File: config.mk
export PLATFORM = sky130hd
export DESIGN_NAME = seg_scan_decoder
export DESIGN_NICKNAME = d
export VERILOG_FILES = /design/src/rtl/seg_scan_pkg.sv /design/src/rtl/seg_scan_decoder_hex.sv /design/src/rtl/seg_scan_decoder.sv
export SDC_FILE = /design/constraint.sdc
export NUM_CORES = 1
export LEC_CHECK = 0
export CAP_MARGIN = 0
export CORE_ASPECT_RATIO = 1.5
export CORE_MARGIN = 2
export CORE_UTILIZATION = 50
export DETAILED_ROUTE_END_ITERATION = 6
export GPL_TIMING_DRIVEN = 0
export MAX_ROUTING_LAYER = met4
export PLACE_DENSITY = 0.76
export SLEW_MARGIN = 10
export SYNTH_ARGS = -nofsm -noshare
export SYNTH_HDL_FRONTEND = slang
export SYNTH_SLANG_ARGS = --single-unit
File: constraint.sdc
create_clock -name clk -period 3.95 [get_ports clk]
set_input_delay 0.5925 -clock clk [delete_from_list [all_inputs] [get_ports clk]]
set_output_delay 0.5925 -clock clk [all_outputs]
set_load 0.03 [all_outputs]
File: src/rtl/seg_scan_pkg.sv
// Shared types and constants for the seven-segment scan driver.
package seg_scan_pkg;

  // Scan FSM states: IDLE (outputs off), BLANK (anti-ghost gap), DRIVE (digit lit).
  typedef enum logic [1:0] {
    IDLE  = 2'd0,
    BLANK = 2'd1,
    DRIVE = 2'd2
  } state_e;

  // All segments dark (active-low).
  localparam logic [6:0] SEG_OFF = 7'h7F;

  // Active-low segment patterns {g,f,e,d,c,b,a}, listed from nibble F down to 0
  // so that HEX_TABLE[n] selects the pattern for nibble n.
  localparam logic [15:0][6:0] HEX_TABLE = {
    7'b0001110,  // F
    7'b0000110,  // E
    7'b0100001,  // d
    7'b1000110,  // C
    7'b0000011,  // b
    7'b0001000,  // A
    7'b0010000,  // 9
    7'b0000000,  // 8
    7'b1111000,  // 7
    7'b0000010,  // 6
    7'b0010010,  // 5
    7'b0011001,  // 4
    7'b0110000,  // 3
    7'b0100100,  // 2
    7'b1111001,  // 1
    7'b1000000   // 0
  };

endpackage

File: src/rtl/seg_scan_decoder_hex.sv
// Combinational hex nibble to active-low seven-segment pattern.
module hex_to_7seg
  import seg_scan_pkg::*;
(
  input  logic [3:0] nibble_i,
  output logic [6:0] seg_n_o
);

  assign seg_n_o = HEX_TABLE[nibble_i];

endmodule

File: src/rtl/seg_scan_decoder.sv
// Time-multiplexed seven-segment scan driver with per-frame input snapshot
// and a blanking gap at the start of every digit slot.
module seg_scan_decoder
  import seg_scan_pkg::*;
#(
  parameter int NUM_DIGITS   = 8,
  parameter int SEL_WIDTH    = 3,
  parameter int DIV_WIDTH    = 17,
  parameter int REFRESH_DIV  = 100000,
  parameter int BLANK_CYCLES = 1000
) (
  input  logic                    clk,
  input  logic                    rst_n,
  input  logic                    en,
  input  logic [4*NUM_DIGITS-1:0] digits_in,
  input  logic [NUM_DIGITS-1:0]   dig_en,
  input  logic [NUM_DIGITS-1:0]   dp_in,
  output logic [NUM_DIGITS-1:0]   an_n,
  output logic [6:0]              seg_n,
  output logic                    dp_n,
  output logic [SEL_WIDTH-1:0]    digit_sel,
  output logic                    frame_tick
);

  localparam logic [DIV_WIDTH-1:0] CNT_BLANK_END = DIV_WIDTH'(BLANK_CYCLES - 1);
  localparam logic [DIV_WIDTH-1:0] CNT_SLOT_END  = DIV_WIDTH'(REFRESH_DIV - 1);
  localparam logic [SEL_WIDTH-1:0] SEL_LAST      = SEL_WIDTH'(NUM_DIGITS - 1);

  state_e                    state_q, state_d;
  logic [DIV_WIDTH-1:0]      cnt_q, cnt_d;
  logic [SEL_WIDTH-1:0]      sel_q, sel_d;
  logic                      frame_tick_q, frame_tick_d;
  logic [4*NUM_DIGITS-1:0]   digits_snap_q, digits_snap_d;
  logic [NUM_DIGITS-1:0]     dig_en_snap_q, dig_en_snap_d;
  logic [NUM_DIGITS-1:0]     dp_snap_q, dp_snap_d;
  logic [NUM_DIGITS-1:0]     an_n_q, an_n_d;
  logic [6:0]                seg_n_q, seg_n_d;
  logic                      dp_n_q, dp_n_d;

  logic [3:0]                cur_nibble;
  logic [6:0]                cur_seg;

  // Nibble of the digit currently being scanned, taken from the frame snapshot.
  assign cur_nibble = digits_snap_q[{sel_q, 2'b00} +: 4];

  hex_to_7seg u_hex (
    .nibble_i (cur_nibble),
    .seg_n_o  (cur_seg)
  );

  // Next-state logic: slot counter, digit index, frame tick and snapshot capture.
  always_comb begin
    state_d       = state_q;
    cnt_d         = cnt_q;
    sel_d         = sel_q;
    frame_tick_d  = 1'b0;
    digits_snap_d = digits_snap_q;
    dig_en_snap_d = dig_en_snap_q;
    dp_snap_d     = dp_snap_q;

    if (!en) begin
      state_d = IDLE;
      cnt_d   = '0;
      sel_d   = '0;
    end else begin
      case (state_q)
        IDLE: begin
          state_d       = BLANK;
          cnt_d         = '0;
          sel_d         = '0;
          frame_tick_d  = 1'b1;
          digits_snap_d = digits_in;
          dig_en_snap_d = dig_en;
          dp_snap_d     = dp_in;
        end
        BLANK: begin
          cnt_d = cnt_q + DIV_WIDTH'(1);
          if (cnt_q == CNT_BLANK_END) begin
            state_d = DRIVE;
          end
        end
        DRIVE: begin
          if (cnt_q == CNT_SLOT_END) begin
            cnt_d   = '0;
            state_d = BLANK;
            if (sel_q == SEL_LAST) begin
              // Frame wrap: new snapshot so a whole frame shows consistent data.
              sel_d         = '0;
              frame_tick_d  = 1'b1;
              digits_snap_d = digits_in;
              dig_en_snap_d = dig_en;
              dp_snap_d     = dp_in;
            end else begin
              sel_d = sel_q + SEL_WIDTH'(1);
            end
          end else begin
            cnt_d = cnt_q + DIV_WIDTH'(1);
          end
        end
        default: begin
          state_d = IDLE;
          cnt_d   = '0;
          sel_d   = '0;
        end
      endcase
    end
  end

  // Enabled one-hot-low anode decode; only the scanned, enabled digit in DRIVE goes low.
  generate
    for (genvar gi = 0; gi < NUM_DIGITS; gi++) begin : g_an
      assign an_n_d[gi] = ~((state_q == DRIVE) && (sel_q == SEL_WIDTH'(gi)) && dig_en_snap_q[gi]);
    end
  endgenerate

  // Segment and decimal-point values for the next registered output.
  always_comb begin
    seg_n_d = SEG_OFF;
    dp_n_d  = 1'b1;
    if (state_q == DRIVE) begin
      seg_n_d = cur_seg;
      if (dig_en_snap_q[sel_q]) begin
        dp_n_d = ~dp_snap_q[sel_q];
      end
    end
  end

  // State, snapshot and glitch-free output registers.
  always_ff @(posedge clk or negedge rst_n) begin
    if (!rst_n) begin
      state_q       <= IDLE;
      cnt_q         <= '0;
      sel_q         <= '0;
      frame_tick_q  <= 1'b0;
      digits_snap_q <= '0;
      dig_en_snap_q <= '0;
      dp_snap_q     <= '0;
      an_n_q        <= '1;
      seg_n_q       <= SEG_OFF;
      dp_n_q        <= 1'b1;
    end else begin
      state_q       <= state_d;
      cnt_q         <= cnt_d;
      sel_q         <= sel_d;
      frame_tick_q  <= frame_tick_d;
      digits_snap_q <= digits_snap_d;
      dig_en_snap_q <= dig_en_snap_d;
      dp_snap_q     <= dp_snap_d;
      an_n_q        <= an_n_d;
      seg_n_q       <= seg_n_d;
      dp_n_q        <= dp_n_d;
    end
  end

  assign an_n       = an_n_q;
  assign seg_n      = seg_n_q;
  assign dp_n       = dp_n_q;
  assign digit_sel  = sel_q;
  assign frame_tick = frame_tick_q;

endmodule

======== Yosys cells after proc, flatten, opt, wreduce, memory -nomap -nowiden ========
Memories as Yosys holds them, arrays and structs flattened.
Cells that the tools add are included.
storage, ports and cells
  register bits after elaboration ......... 87
  memory bits (read-only) ................. 112
  input port bits ......................... 51
  logic and storage cells ................. 95
  memories kept ........................... 1
memory list
  memory           words  bits a word  rd ports  clocked after Yosys merged registers in  write ports  RTL line                   RTL
  (no name shown)  16     7            1         0                                        0            seg_scan_decoder_hex.sv:9  assign seg_n_o = HEX_TABLE[nibble_i];
operators by class
  $add $sub $neg .......................... 2
  magnitude comparators ................... 2
  equal/unequal tests ..................... 16
  shift-type cells ........................ 1
  multiplexer cells ....................... 32
  bitwise operators ....................... 9
  reduce and logical (&&, ||, !) cells .... 22
operators by type and width
  cell                                                                      number
  32-bit two-way mux                                                        2
  32-bit one-hot mux with 2 select lines                                    1
  17-bit two-way mux                                                        2
  17-bit one-hot mux with 2 select lines                                    1
  8-bit two-way mux                                                         4
  8-bit one-hot mux with 2 select lines                                     2
  32-bit by 6-bit variable part select with 4-bit output                    1
  17-bit by 1-bit adder with 17-bit output (second input constant)          1
  17-bit by 10-bit equality test with 1-bit output (second input constant)  1
  17-bit equality test (second input constant)                              1
  1-bit logical AND                                                         16
  7-bit two-way mux                                                         2
  3-bit equality test (second input constant)                               4
  3-bit two-way mux                                                         3
  1-bit NOT                                                                 9
  1-bit two-way mux                                                         7
  1-bit binary-select mux with 3-bit select                                 2
  3-bit by 2-bit equality test with 1-bit output (second input constant)    2
  2-bit two-way mux                                                         3
  3-bit inequality test (second input constant)                             2
  2-bit one-hot mux with 3 select lines                                     1
  3-bit one-hot mux with 2 select lines                                     1
  4-bit by 5-bit < comparator with 1-bit output (second input constant)     1
  3-bit by 4-bit < comparator with 1-bit output (second input constant)     1
  other kinds (12)                                                          14

======== Longest topological paths before layout ========
Gate-level depths: netlist of the first run.
  word-level depth ........................ 5
  gate-level depth with buffers ........... 8
  mapped depth without buffers ............ 7

======== Cells and area by module ========
Synthesis of the first run repeated with hierarchy kept, for this count alone.
unflattened totals
  cells, all modules ...................... 333
  area total of the unflattened synthesis .. 4265.3 um2
modules (own cells, without submodules)
  module            times used  cells an instance  area an instance (um2)  sequential area each (um2)
  seg_scan_decoder  1           301                3990.1                  2197.1
  hex_to_7seg       1           32                 275.3                   0.0

======== Worst setup path before layout of the first run ========
OpenSTA, ideal clock, no wires.
  path type ............................... register -> register
  start ................................... register sel_q[0] (netlist: digit_sel[0])
  end ..................................... register seg_n_q[0] (netlist: seg_n[0])
  library setup time ...................... 0.080 ns
  data arrival time ....................... 2.626 ns
  data required time ...................... 3.870 ns
  slack ................................... 1.245 ns
  stages on the path, launching flop included .. 8
  path buffers ............................ 1
  cells stage by stage .................... dfrtp_1 -> buf_2 -> mux4_2 -> mux2i_1 -> inv_1 -> ha_1 -> mux2_2 -> o22a_1
on the way
  word-level cells in the longest chain between the ends .. 4
RTL lines
  item                                                    RTL line                   RTL
  start: declaration                                      seg_scan_decoder.sv:31     logic [SEL_WIDTH-1:0] sel_q, sel_d;
  start signal: assignment                                seg_scan_decoder.sv:144    sel_q <= sel_d;
  32-bit by 6-bit variable part select with 4-bit output  seg_scan_decoder.sv:44     assign cur_nibble = digits_snap_q[{sel_q, 2'b00} +: 4];
  memory 16 x 7 bit                                       --
  7-bit two-way mux (not written as such)                 seg_scan_decoder_hex.sv:9
  7-bit two-way mux                                       seg_scan_decoder.sv:120    if (state_q == DRIVE) begin
  named net seg_n_d[0]                                    seg_scan_decoder.sv:37     logic [6:0] seg_n_q, seg_n_d;
  end signal: assignment                                  seg_scan_decoder.sv:150    seg_n_q <= seg_n_d;
  end: declaration                                        seg_scan_decoder.sv:37
The timed path passes the listed nets, and every way through them passes these cells. The select of a mux whose other input is x is not followed.
A chain may end at the register's enable or synchronous reset.

======== Worst setup path after layout of the first run ========
Ends and elaborated chain as after synthesis.

==> results of run 1 <==
## cell type report
cell class	count	area (um^2)
Buffer	16	120
Multi-Input combinational cell	218	1930
Tap cell	107	134
Clock inverter	4	45.0
Sequential cell	87	2200
Clock buffer	12	246
Inverter	13	48.8
Timing Repair Buffer	71	726
Fill cell	633	2910
## through the flow
step	util, %	hold WS (ns)	power (W)	std cells
floorplan	-	0.297	0.00242	334
global placement	61.4	0.437	0.00274	511
detailed placement	61.7	0.448	0.00278	512
CTS	65.2	0.211	0.00363	528
global route	65.2	0.232	0.00382	528
finish	65.2	0.198	0.00360	528
## power breakdown
| part | switching, W | internal (W) |
|---|---|---|
| sequential | 0.000168 | 0.00121 |
| combinational | 0.000605 | 0.000790 |
| clock | 0.000328 | 0.000504 |
## cells by family after synthesis
group	count (synthesis)	synth area share [%]
buffers and inverters	29	3.93
flip-flops	87	51.1
AND/OR/NAND/NOR	94	10.9
XOR/XNOR	15	3.06
multiplexers	75	22.8
AO/OA/AOI/OAI	17	3.29
adder cells (fa/ha/maj)	17	4.95
## per-layer routing
metal  track usage (%)  vias to the layer above  routed length (um)
li1                  -                     1340                   -
met1              24.3                     1413                3520
met2              36.4                       69                4810
met3              5.60                       13                 335
met4              7.97                        0                 171
met5                 -                        -                   0
## state kept, by name, summed over array words and instances (netlist names)
signal         cells
state_q            2
digits_snap_q     32
cnt_q             17
dp_n               1
dig_en_snap_q      8
seg_n              7
frame_tick         1
dp_snap_q          8
an_n               8
digit_sel          3
## Yosys cell counts
library cell and count:
dfrtp_1 71, mux2_2 33, nor2_1 24, nand3_1 22
mux2_4 20, nand2_1 19, ha_1 17, dfstp_2 16
mux2i_1 15, inv_1 13, xor2_1 8, clkbuf_1 7
mux4_2 7, xnor2_1 7, nand4_1 6, o21ai_0 6
and3_1 4, nor4_1 4, and2_1 3, buf_12 3
buf_2 3, nand4b_1 3, nor2b_1 3, o221ai_1 3
a31oi_1 2, buf_4 2, nand2b_1 2, o22a_1 2
a21o_1 1, a221o_1 1, and3_4 1, and4_1 1
buf_1 1, nand3b_1 1, o211a_1 1, o41ai_4 1
or2_2 1
## worst paths after layout
path                                   start  slack (ns)  depth (start not counted)                end
worst max register to register  digit_sel[0]        0.94                          7           seg_n[0]
max in group asynchronous              rst_n        3.14                          2           cnt_q[9]
worst min register to register      cnt_q[0]        0.45                          1           cnt_q[0]
min in group clk                    cnt_q[0]        0.45                          1           cnt_q[0]
worst min-delay path                   rst_n        0.20                          1  digits_snap_q[16]
worst max-delay path            digit_sel[0]        0.94                          7           seg_n[0]
==> flow_summary_export.csv, run 1 <==
group,metric,value,unit
hold_path,worstHoldPathType,"input pin to async pin",
worst_setup_path,crit_required,4.21,ns
sta,rsz0062_at_grt,"no",
routing,routed-via-count,2835,
layout,stdcell_area,5450,um^2
global_routing,grt_pass1_vias,3056,
worst_setup_path,cp.buffers_inverters,2,
routing,viasPerCell,5.37,
worst_setup_path,criticalPathCategory,"flip-flop to flip-flop",
layout,final_cell_mix,"dfrtp_1 (71), clkdlybuf4s50_1 (69), mux2_2 (33)",
worst_setup_path,path_cells,"buf_2 -> mux4_2 -> mux2i_1 -> inv_1 -> ha_1 -> mux2_2 -> o22a_1",
clock_tree,insertion_delay,0.34,ns
synthesis,ys_top_cells_by_area,"dfrtp_1 (41%), dfstp_2 (9.8%), mux2_2 (8.6%)",
routing,wirelength,8840,um
layout,nets,484,
clock_tree,clkTransAtPathRegs,0.06,ns
sta,fin_ws,0.943,ns
sta,worst_slew_pin_slew,0.660,ns
clock_tree,cts_num_sinks,87,
layout,antennaDiodeCount,0,
sta,fin_worst_skew,0.00874,ns
global_routing,grt_pass1_wl,14800,um
clock_tree,cts_tree,"yes",
placed_design,dp_hpwl,6470,um
synthesis,synth_cell_type_count,37,
floorplanning,die_y,118,um
layout,drive_above_1_share,24.5,%
worst_setup_path,critPathMaxStageDelay,0.55,ns
clock_tree,post_cts_buffers,0,
worst_setup_path,worst_setup_path_end_kind,"flip-flop",
global_routing,grt_usage,21.6,%
floorplanning,rows,41,
synthesis,ys.warnings.count,0,
worst_setup_path,worstPathArrival,3.27,ns
synthesis,yosys.area.top_type,"dfrtp_1",
floorplanning,dieArea,9370,um^2
sta,max_clock_freq,0.333,GHz
synthesis,ys_seq_area_share,51.1,%
global_routing,grt_max_degree,52,
floorplanning,ioPinCount,71,
synthesis,netlist_instances,334,
layout,areaGrowthSynthToFinish,26.8,%
floorplanning,start_util,51.4,%
placed_design,io_buffers,70,
sta,setup_viol,0,
routing,first_iter_violations,126,
sta,timing.final.crit_period,3.01,ns
synthesis,netlist_area,4300,um^2
power_and_ir_drop,leakage,2.28,nW
sta,relSlewSlack,54.7,%
status,status,"finished, final reports clean",
clock_tree,numCtsBuffers,9,
worst_setup_path,cp_top_family,"multiplexers",
synthesis,synthesis.nets,402,
clock_tree,postCtsResizedCells,0,
clock_tree,cts_max_path_buffers,2,
layout,final_common_cell,"dfrtp_1",
routing,first_pass_iters,4,
run,drv_cap,0,
worst_setup_path,cp-start-kind,"flip-flop",
worst_setup_path,cp_max_fo,10,
worst_setup_path,slowest_stage,"mux2i_1",
routing,wl_per_cell,16.7,um
global_routing,grt_overflow_total,0,
routing,route.detailed.drc,0,
sta,finalCritPeriodShare,76.1,%
floorplanning,core-area,8360,um^2
clock_tree,h-tree-depth,3,
sta,final-max-slew-violation-count,0,
clock_tree,cts-root-buf,"clkbuf_16",
placed_design,placed_cell_area,5160,um^2
clock_tree,postCtsHoldBufs,0,
floorplanning,die_w,79.7,um
power_and_ir_drop,cellPowerDensity,661,nW/um^2
routing,ant_nets,0,
placed_design,gp_congestion,0.901,
power_and_ir_drop,peakVddDrop,0.000292,V
sta,fin_setup_tns,0,ns
synthesis,avgSynthCellArea,12.9,um^2
sta,hold_viol,0,
placed_design,dp_slack,0.978,ns
synthesis,ys_ff_latch,87,
global_routing,antenna_found_initial,0,
synthesis,synthDominantCellAreaShare,41.3,%
(Power assumes the default switching activity.)
==> run 2: changes to the inputs <==
clock period = 2.9 ns   (was 3.95 ns; I/O delays follow)
==> run 2 against run 1 <==
Against the previous run:
- sequential power grew 36%
- maximum frequency is 13% higher
- die area is the same
- first-iteration DRC count rose by 4.0%
- power grew 37%
- critical path depth unchanged
- routed wire length down 0.26%
==> flow_summary_export.csv, run 2 (synthesis gave the netlist of run 1 again) <==
group,metric,value,unit
status,status,"finished, final reports clean",
layout,drive_above_1_share,25.2,%
layout,areaGrowthSynthToFinish,27.2,%
power_and_ir_drop,cellPowerDensity,900,nW/um^2
global_routing,grt_max_degree,52,
placed_design,placed_cell_area,5160,um^2
sta,worst_slew_pin_slew,0.549,ns
sta,fin_worst_skew,0.00889,ns
worst_setup_path,endpoint,"seg_n[0]",
layout,largest_reg_flops,32,
worst_setup_path,startpoint,"digit_sel[0]",
clock_tree,h-tree-depth,3,
floorplanning,rows,41,
global_routing,antenna_found_initial,0,
clock_tree,clkTransAtPathRegs,0.06,ns
layout,nets,484,
global_routing,top_usage_layer,"met2",
clock_tree,cts_max_path_buffers,2,
sta,final-max-slew-violation-count,0,
floorplanning,ioPinCount,71,
clock_tree,post_cts_buffers,0,
clock_tree,postCtsResizedCells,2,
global_routing,use_met2,36.2,%
routing,ant_nets,0,
routing,first_pass_iters,4,
layout,final_cell_mix,"dfrtp_1 (70), clkdlybuf4s50_1 (69), mux2_2 (33)",
floorplanning,die_w,79.7,um
power_and_ir_drop,pwr-share-seq,38.1,%
sta,max_clock_freq,0.376,GHz
clock_tree,insertion_delay,0.34,ns
sta,hold_viol,0,
power_and_ir_drop,comb_power_share,39.0,%
worst_setup_path,crit_required,3.16,ns
global_routing,grt_pass1_vias,3055,
global_routing,grt_usage,21.6,%
global_routing,grt_pass1_wl,14800,um
routing,wirelength,8820,um
placed_design,gp_congestion,0.901,
placed_design,io_buffers,70,
worst_setup_path,r2r-start,"digit_sel[0]",
worst_setup_path,cp-start-kind,"flip-flop",
clock_tree,cts_num_sinks,87,
power_and_ir_drop,switching_power,0.00150,W
routing,routed-via-count,2814,
floorplanning,core-area,8360,um^2
worst_setup_path,r2r_end,"seg_n[0]",
worst_setup_path,regToRegSetupSlack,0.24,ns
global_routing,grt_overflow_total,0,
routing,route.detailed.drc,0,
power_and_ir_drop,power,0.00492,W
worst_setup_path,r2r_cells,7,
sta,rsz0062_at_grt,"no",
clock_tree,postCtsHoldBufs,0,
layout,stdcell_area,5470,um^2
sta,setup_viol,0,
clock_tree,cts_tree,"yes",
worst_setup_path,cp_max_fo,10,
worst_setup_path,worst_setup_path_end_kind,"flip-flop",
worst_setup_path,worstPathArrival,2.92,ns
layout,reg_top3,"digits_snap_q: 32 flops, cnt_q: 17 flops",
placed_design,dp_slack,-0.0721,ns
floorplanning,dieArea,9370,um^2
floorplanning,start_util,51.4,%
clock_tree,numCtsBuffers,9,
routing,viasPerCell,5.33,
global_routing,grt_use_met1,24.5,%
routing,wl_per_cell,16.7,um
run,drv_cap,0,
power_and_ir_drop,peakVddDrop,0.000399,V
routing,first_iter_violations,131,
global_routing,grt_use_met3,5.60,%
sta,relSlewSlack,63.4,%
layout,antennaDiodeCount,0,
layout,final_common_cell,"dfrtp_1",
layout,regMostFlops,"digits_snap_q",
worst_setup_path,criticalPathCategory,"flip-flop to flip-flop",
sta,timing.final.crit_period,2.66,ns
power_and_ir_drop,leakage,2.27,nW
clock_tree,cts-root-buf,"clkbuf_16",
floorplanning,die_y,118,um
power_and_ir_drop,sw_frac_of_total,30.6,%
sta,fin_ws,0.243,ns
power_and_ir_drop,intPower,0.00342,W
power_and_ir_drop,clockPowerShare,23.0,%
layout,utilization,65.4,%
hold_path,worstHoldPathType,"input pin to async pin",
placed_design,dp_hpwl,6470,um
sta,finalCritPeriodShare,91.6,%
## run 2: cell count changes in the layout (fill, tap and decap cells not counted)
cell,change
mux2i_1,-2
dfrtp_1,-1
dfrtp_2,+1
mux2i_2,+1
mux2i_4,+1
buf_2,-1
clkbuf_4,+1
## run 2: metrics by stage
| stage | hold slack, ns | std cells | TNS [ns] |
|---|---|---|---|
| after detailed placement | 0.425 | 512 | -0.120 |
| after floorplan | 0.139 | 334 | 0 |
| after global placement | 0.437 | 511 | -119.90 |
| after CTS | 0.0536 | 528 | 0 |
| final | 0.0447 | 528 | 0 |
| after global routing | 0.0749 | 528 | 0 |
## run 2: worst min-delay path by stage
| stage | cells past startpoint | start | endpoint | slack, ns |
|---|---|---|---|---|
| 3_5_place_dp | 1 | rst_n | digits_snap_q[16] | 0.43 |
| 5_1_grt | 1 | rst_n | digits_snap_q[16] | 0.07 |
| 6_report | 1 | rst_n | digits_snap_q[24] | 0.04 |
| 3_3_place_gp | 1 | cnt_q[0] | cnt_q[0] | 0.44 |
| 2_1_floorplan | 0 | rst_n | cnt_q[0] | 0.14 |
| 4_1_cts | 1 | rst_n | digits_snap_q[20] | 0.05 |
## run 2: layout make-up
class | instances | area (um^2)
fillers | 627 | 2890
flip-flops and latches | 87 | 2200
multi-input cells | 218 | 1950
repair buffers | 71 | 726
clock buffers | 12 | 246
well taps | 107 | 134
plain buffers | 16 | 123
inverters | 13 | 48.8
clock inverters | 4 | 45.0
## run 2: layer usage
metal | part of all wire [%] | vias up
met5 | 0 | -
met4 | 1.9 | 0
met3 | 4.1 | 13
met2 | 55 | 60
met1 | 39 | 1403
li1 | - | 1338
## run 2: power by group through the flow
stage / Combinational, W / Clock [W] / Sequential, W
finish: 0.00192 / 0.00113 / 0.00187
global route: 0.00210 / 0.00121 / 0.00192
CTS: 0.00192 / 0.00116 / 0.00187
detailed placement: 0.00190 / 0 / 0.00189
global placement: 0.00186 / 0 / 0.00187
floorplan: 0.00140 / 0 / 0.00190
## run 2: worst max-delay path, cell delays in order (launching register included)
cell      delay (ns)
dfrtp_2         0.47
clkbuf_4        0.31
mux4_2          0.55
mux2i_2         0.35
inv_1           0.15
ha_1            0.26
mux2_2          0.28
o22a_1          0.20
==> patch 1, RTL diff (config.mk and constraints of run 2) <==
The parameter `SEL_WIDTH` goes from 3 to 4.
--- a/src/rtl/seg_scan_decoder.sv
+++ b/src/rtl/seg_scan_decoder.sv
@@ -4,7 +4,7 @@
   import seg_scan_pkg::*;
 #(
   parameter int NUM_DIGITS   = 8,
-  parameter int SEL_WIDTH    = 3,
+  parameter int SEL_WIDTH    = 4,
   parameter int DIV_WIDTH    = 17,
   parameter int REFRESH_DIV  = 100000,
   parameter int BLANK_CYCLES = 1000
Ports: changed (resized digit_sel); port bits go from 71 to 72. The function was not compared with the original's and may differ.
==> patch 1 against run 2 <==
  * Routed wire length grew 6.0%
  * Combinational power shrank 3%
  * Final area grew 2.4%
  * Sequential cell count grew 1
  * Count of clock-buffer cells in the layout is the same
  * Area after synthesis grew 3.2%
  * Total power shrank 1.9%
  * Setup slack lost 0.088 ns
  * Global-route usage grew 0.25 points
  * Critical path type unchanged
  * Critical endpoint unchanged
  * Largest cell class unchanged
==> patch 1: results (changes against run 2) <==
** Clock network
- The number of gates resized after CTS is 0 (-2).
- Clock tree root buffer cell :: sky130_fd_sc_hd__clkbuf_16
- Number of buffers inserted by post-CTS setup repair :: 0 (unchanged)
- Sinks on the clock net :: 88 (+1.1%)

** Yosys
- Sorting the synthesized cells by area gives the leading types as sky130_fd_sc_hd__dfrtp_1, sky130_fd_sc_hd__dfstp_2, sky130_fd_sc_hd__mux2_2.
- Post-synth cell types :: 57 (+54%)
- Most frequent cells after synthesis :: sky130_fd_sc_hd__dfrtp_1, sky130_fd_sc_hd__mux2_2, sky130_fd_sc_hd__nand2_1
- The mean cell area of the mapped netlist is 12.4 um2 (-3.7%).
- The net count after synthesis came to 423 (+5.2%).
- The post-synthesis sequential area ratio came to 0.501 (-0.0103).

** Layout
- Top flop regs :: digits_snap_q x32, cnt_q x17
- The final-stage net count is 506 (+4.5%).
- Share of layout cells above drive strength 1 :: 0.249 (-0.00290)

** Route
- The iteration-0 DRC count of the detailed router came to 137 (+4.6%).
- The total length of routed wires came to 9350 um (+6.0%).
- The routed wire length per instance came to 16.8 um (+0.66%).
- The mean number of vias per cell is 5.41 (+1.5%).

** Worst setup path
- Reg2reg setup slack :: 0.16 ns (-0.09 ns)
- The endpoint identified for the worst register-to-register timing path is seg_n[0].
- Sort of element at the end of the critical path :: register
- The number of cells on the worst reg-to-reg path is 11 (+4).
- Data arrival time of the critical path :: 2.98 ns (+0.06 ns)

** Place
- The routability congestion estimate was 0.880 (-2.3%).
- Placed Cells incl. Taps :: 540 (+5.5%)
- The HPWL after detailed placement came to 7050 um (+8.9%).
- Port-buffer cells :: 71 (+1.4%)

** Outcome
- The flow ran to the end, and the final reports show no timing, DRC or antenna violations.

** Pwr
- The leakage component of the power came to 2.30 nW (+1.4%).
- Maximum ir drop on the vdd rail :: 0.000420 V (+5.4%)

** Timing
- Worst-Margin Slew :: 0.508 ns (-0.0406 ns)
- Worst Skew :: 0.00549 ns (-0.00339 ns)

** GRT
- The total global routing track utilization is 0.218 (+0.00248).
- The pin count of the biggest net entering global routing came to 66 (+27%).
- The number of global-route vias before repair was 3142 (+2.8%).
- Wire length of the first global-routing pass :: 15400 um (+3.8%)
patch 1: worst max path at each step:
stage | from | endpoint | slack, ns | cells past startpoint
global route | digit_sel[0] | seg_n[0] | 0.005 | 11
CTS | digit_sel[0] | seg_n[0] | 0.16 | 11
floorplan | digit_sel[0] | seg_n[0] | 0.36 | 11
finish | digit_sel[0] | seg_n[0] | 0.16 | 11
detailed placement | digit_sel[0] | seg_n[0] | 0.17 | 11
global placement | rst_n | digits_snap_q[25] | -1.67 | 1
patch 1: through the flow:
step                      setup slack [ns]  hold slack [ns]  instance area (um2)
after detailed placement             0.166            0.363                 5310
after global routing               0.00465           0.0187                 5600
after floorplan                      0.357            0.139                 4440
after CTS                            0.155           0.0103                 5590
final                                0.155          0.00236                 5600
after global placement               -1.67            0.433                 5290
patch 1: cell families after synthesis:
| logic type | count (synthesis) | synth area share |
|---|---|---|
| AND/OR/NAND/NOR | 110 | 0.129 |
| flip-flops | 88 | 0.501 |
| multiplexers | 65 | 0.193 |
| AO/OA/AOI/OAI | 33 | 0.0665 |
| buffers and inverters | 33 | 0.0420 |
| XOR/XNOR | 15 | 0.0296 |
| adder cells (fa/ha/maj) | 14 | 0.0395 |
patch 1: worst max-delay path, delay by kind of cell, from the launching register on:
family	cells	cell delay, ns
AO/OA/AOI/OAI	3	0.65
buffers and inverters	4	0.58
multiplexers	1	0.55
flip-flops	1	0.43
adder cells (fa/ha/maj)	1	0.27
AND/OR/NAND/NOR	2	0.16
patch 1: layout make-up:
class,count,area [um2]
clock inverter,4,45.0
timing repair buffer,72,736
sequential,88,2220
fill,723,3120
tap,110,138
multi-input combinational,237,2040
inverter,14,52.6
buffer,19,134
clock buffer,12,236
patch 1: per-layer routing:
layer	wire length, um	track usage	up-vias
met4	204	0.0858	0
met2	5290	0.386	61
li1	-	-	1445
met3	343	0.0424	15
met5	0	-	-
met1	3510	0.235	1486
patch 1: power by group:
group | internal (mW) | leakage [nW] | switching [mW]
registers | 1.65 | 1.06 | 0.215
clock network | 0.663 | 0.140 | 0.438
logic | 0.990 | 1.09 | 0.871
total | 3.30 | 2.30 | 1.52
==> patch 2, RTL diff (settings of run 2) <==
Without the edit above. Reset style: synchronous (`rst_n`), changed in one clocked block.
--- a/src/rtl/seg_scan_decoder.sv
+++ b/src/rtl/seg_scan_decoder.sv
@@ -126,7 +126,7 @@
   end
 
   // State, snapshot and glitch-free output registers.
-  always_ff @(posedge clk or negedge rst_n) begin
+  always_ff @(posedge clk) begin
     if (!rst_n) begin
       state_q       <= IDLE;
       cnt_q         <= '0;
Function: differs if rst_n is asserted again (counterexample within 4 cycles, from zero or initial values and one cycle with rst_n low); with rst_n held inactive, the same outputs for 10 cycles.
==> patch 2 against run 2 <==
  * Via count is 17% higher
  * Sequential cell count did not move
  * Final cell count increased by 20%
  * Setup slack got worse by 0.085 ns
  * Area after synthesis fell by 8.0%
  * Routed wire length rose by 2.2%
  * Worst hold slack better by 0.38 ns
  * First-iteration DRC count rose by 11%
  * Final area decreased by 7.0%
  * Highest routed layer unchanged
Power is not compared: it rests on default switching activity, and its combinational part moved more than twofold at a synthesized area within 25%.
==> patch 2: results (changes against run 2) <==
** Place
- Port-buffer cells :: 69 (-1.4%)
- Dpl ws :: 0.121 ns (+0.194 ns)
- Area post-placement :: 4770 um2 (-7.5%)
- The number of instances in the placed design came to 617 (+21%).

** Route
- The routed length on met1 came to 3780 um (+8.7%).
- The total length of routed wires was 9020 um (+2.2%).
- The iteration-0 DRC count of the detailed router was 146 (+11%).
- The total length of routed met3 wires came to 363 um (+1.4%).
- The routed wire length per instance came to 14.2 um (-15%).

** Yosys
- The share of cell area taken by muxes after synthesis came to 0.0715 (-0.156).
- Sorting the synthesized cells by area gives the leading types as sky130_fd_sc_hd__dfxtp_1, sky130_fd_sc_hd__nand2_1, sky130_fd_sc_hd__a21boi_0.
- Number of nets in the synthesized netlist :: 514 (+28%)
- The number of unique standard cell types used by synthesis is 42 (+14%).
- Synth Area in Adders :: 0.0538 (+0.00430)
- The fraction of synthesized cell area in xor and xnor cells came to 0.0332 (+0.00266).
- By count the netlist is led by sky130_fd_sc_hd__nand2_1, sky130_fd_sc_hd__dfxtp_1, sky130_fd_sc_hd__a21boi_0.
- Post-synthesis cell count :: 446 (+34%)
- Fraction of registers with async set or reset after synthesis :: 0 (-1.00)

** Worst setup path
- Data arrival time of the critical path :: 2.95 ns (+0.03 ns)
- Count of cells along the worst register-to-register path :: 9 (+2)
- In this run the worst setup path begins at digit_sel[0].

** GRT
- Number of global-route vias before repair :: 3286 (+7.6%)
- Global routing usage on met3 :: 0.0478 (-0.00813)
- Total routing usage reported by global routing :: 0.226 (+0.0102)
- Largest net degree at the start of global routing :: 14 (-73%)
- The met2 demand-to-capacity share in global routing was 0.397 (+0.0347).
- The global-route wire length before repair was 15100 um (+1.7%).

** Layout
- Most common library cell in the layout ignoring fill and taps :: sky130_fd_sc_hd__nand2_1
- Area used by multi-input combinational logic :: 2060 um2 (+5.5%)
- Share of layout cells above drive strength 1 :: 0.0734 (-0.178)
- The final-stage net count is 594 (+23%).

** Clock network
- The number of gates resized after CTS was 0 (-2).

** Outcome
- Run status :: complete, no violations

** Timing
- The worst clock skew on the final layout is 0.00375 ns (-0.00513 ns).
- Final worst setup slack :: 0.159 ns (-0.0846 ns)
- The pin slew with the least headroom to its limit is 0.510 ns (-0.0384 ns).
patch 2: changes by cell type after synthesis, sizes merged, moves of 6 or more:
cell | before | now
dfxtp | 0 | 87
dfstp | 16 | 0
nand2 | 19 | 117
mux2 | 53 | 4
clkbuf | 7 | 13
a21oi | 0 | 6
mux2i | 15 | 8
dfrtp | 71 | 0
a21boi | 0 | 49
patch 2: power by group through the flow:
| stage | clock network (mW) | registers [mW] | logic (mW) |
|---|---|---|---|
| 6_report | 1.18 | 1.26 | 0.239 |
| 5_1_grt | 1.24 | 1.27 | 0.267 |
| 4_1_cts | 1.19 | 1.26 | 0.241 |
| 3_5_place_dp | 0 | 1.29 | 0.239 |
| 3_3_place_gp | 0 | 1.29 | 0.233 |
| 2_1_floorplan | 0 | 1.28 | 0.132 |
patch 2: layout make-up:
class,instances,area share
Tap cell,102,0.0251
Sequential cell,87,0.342
Clock buffer,13,0.0531
Timing Repair Buffer,69,0.136
Multi-Input combinational cell,324,0.404
Clock inverter,3,0.00787
Inverter,11,0.00811
Buffer,24,0.0238
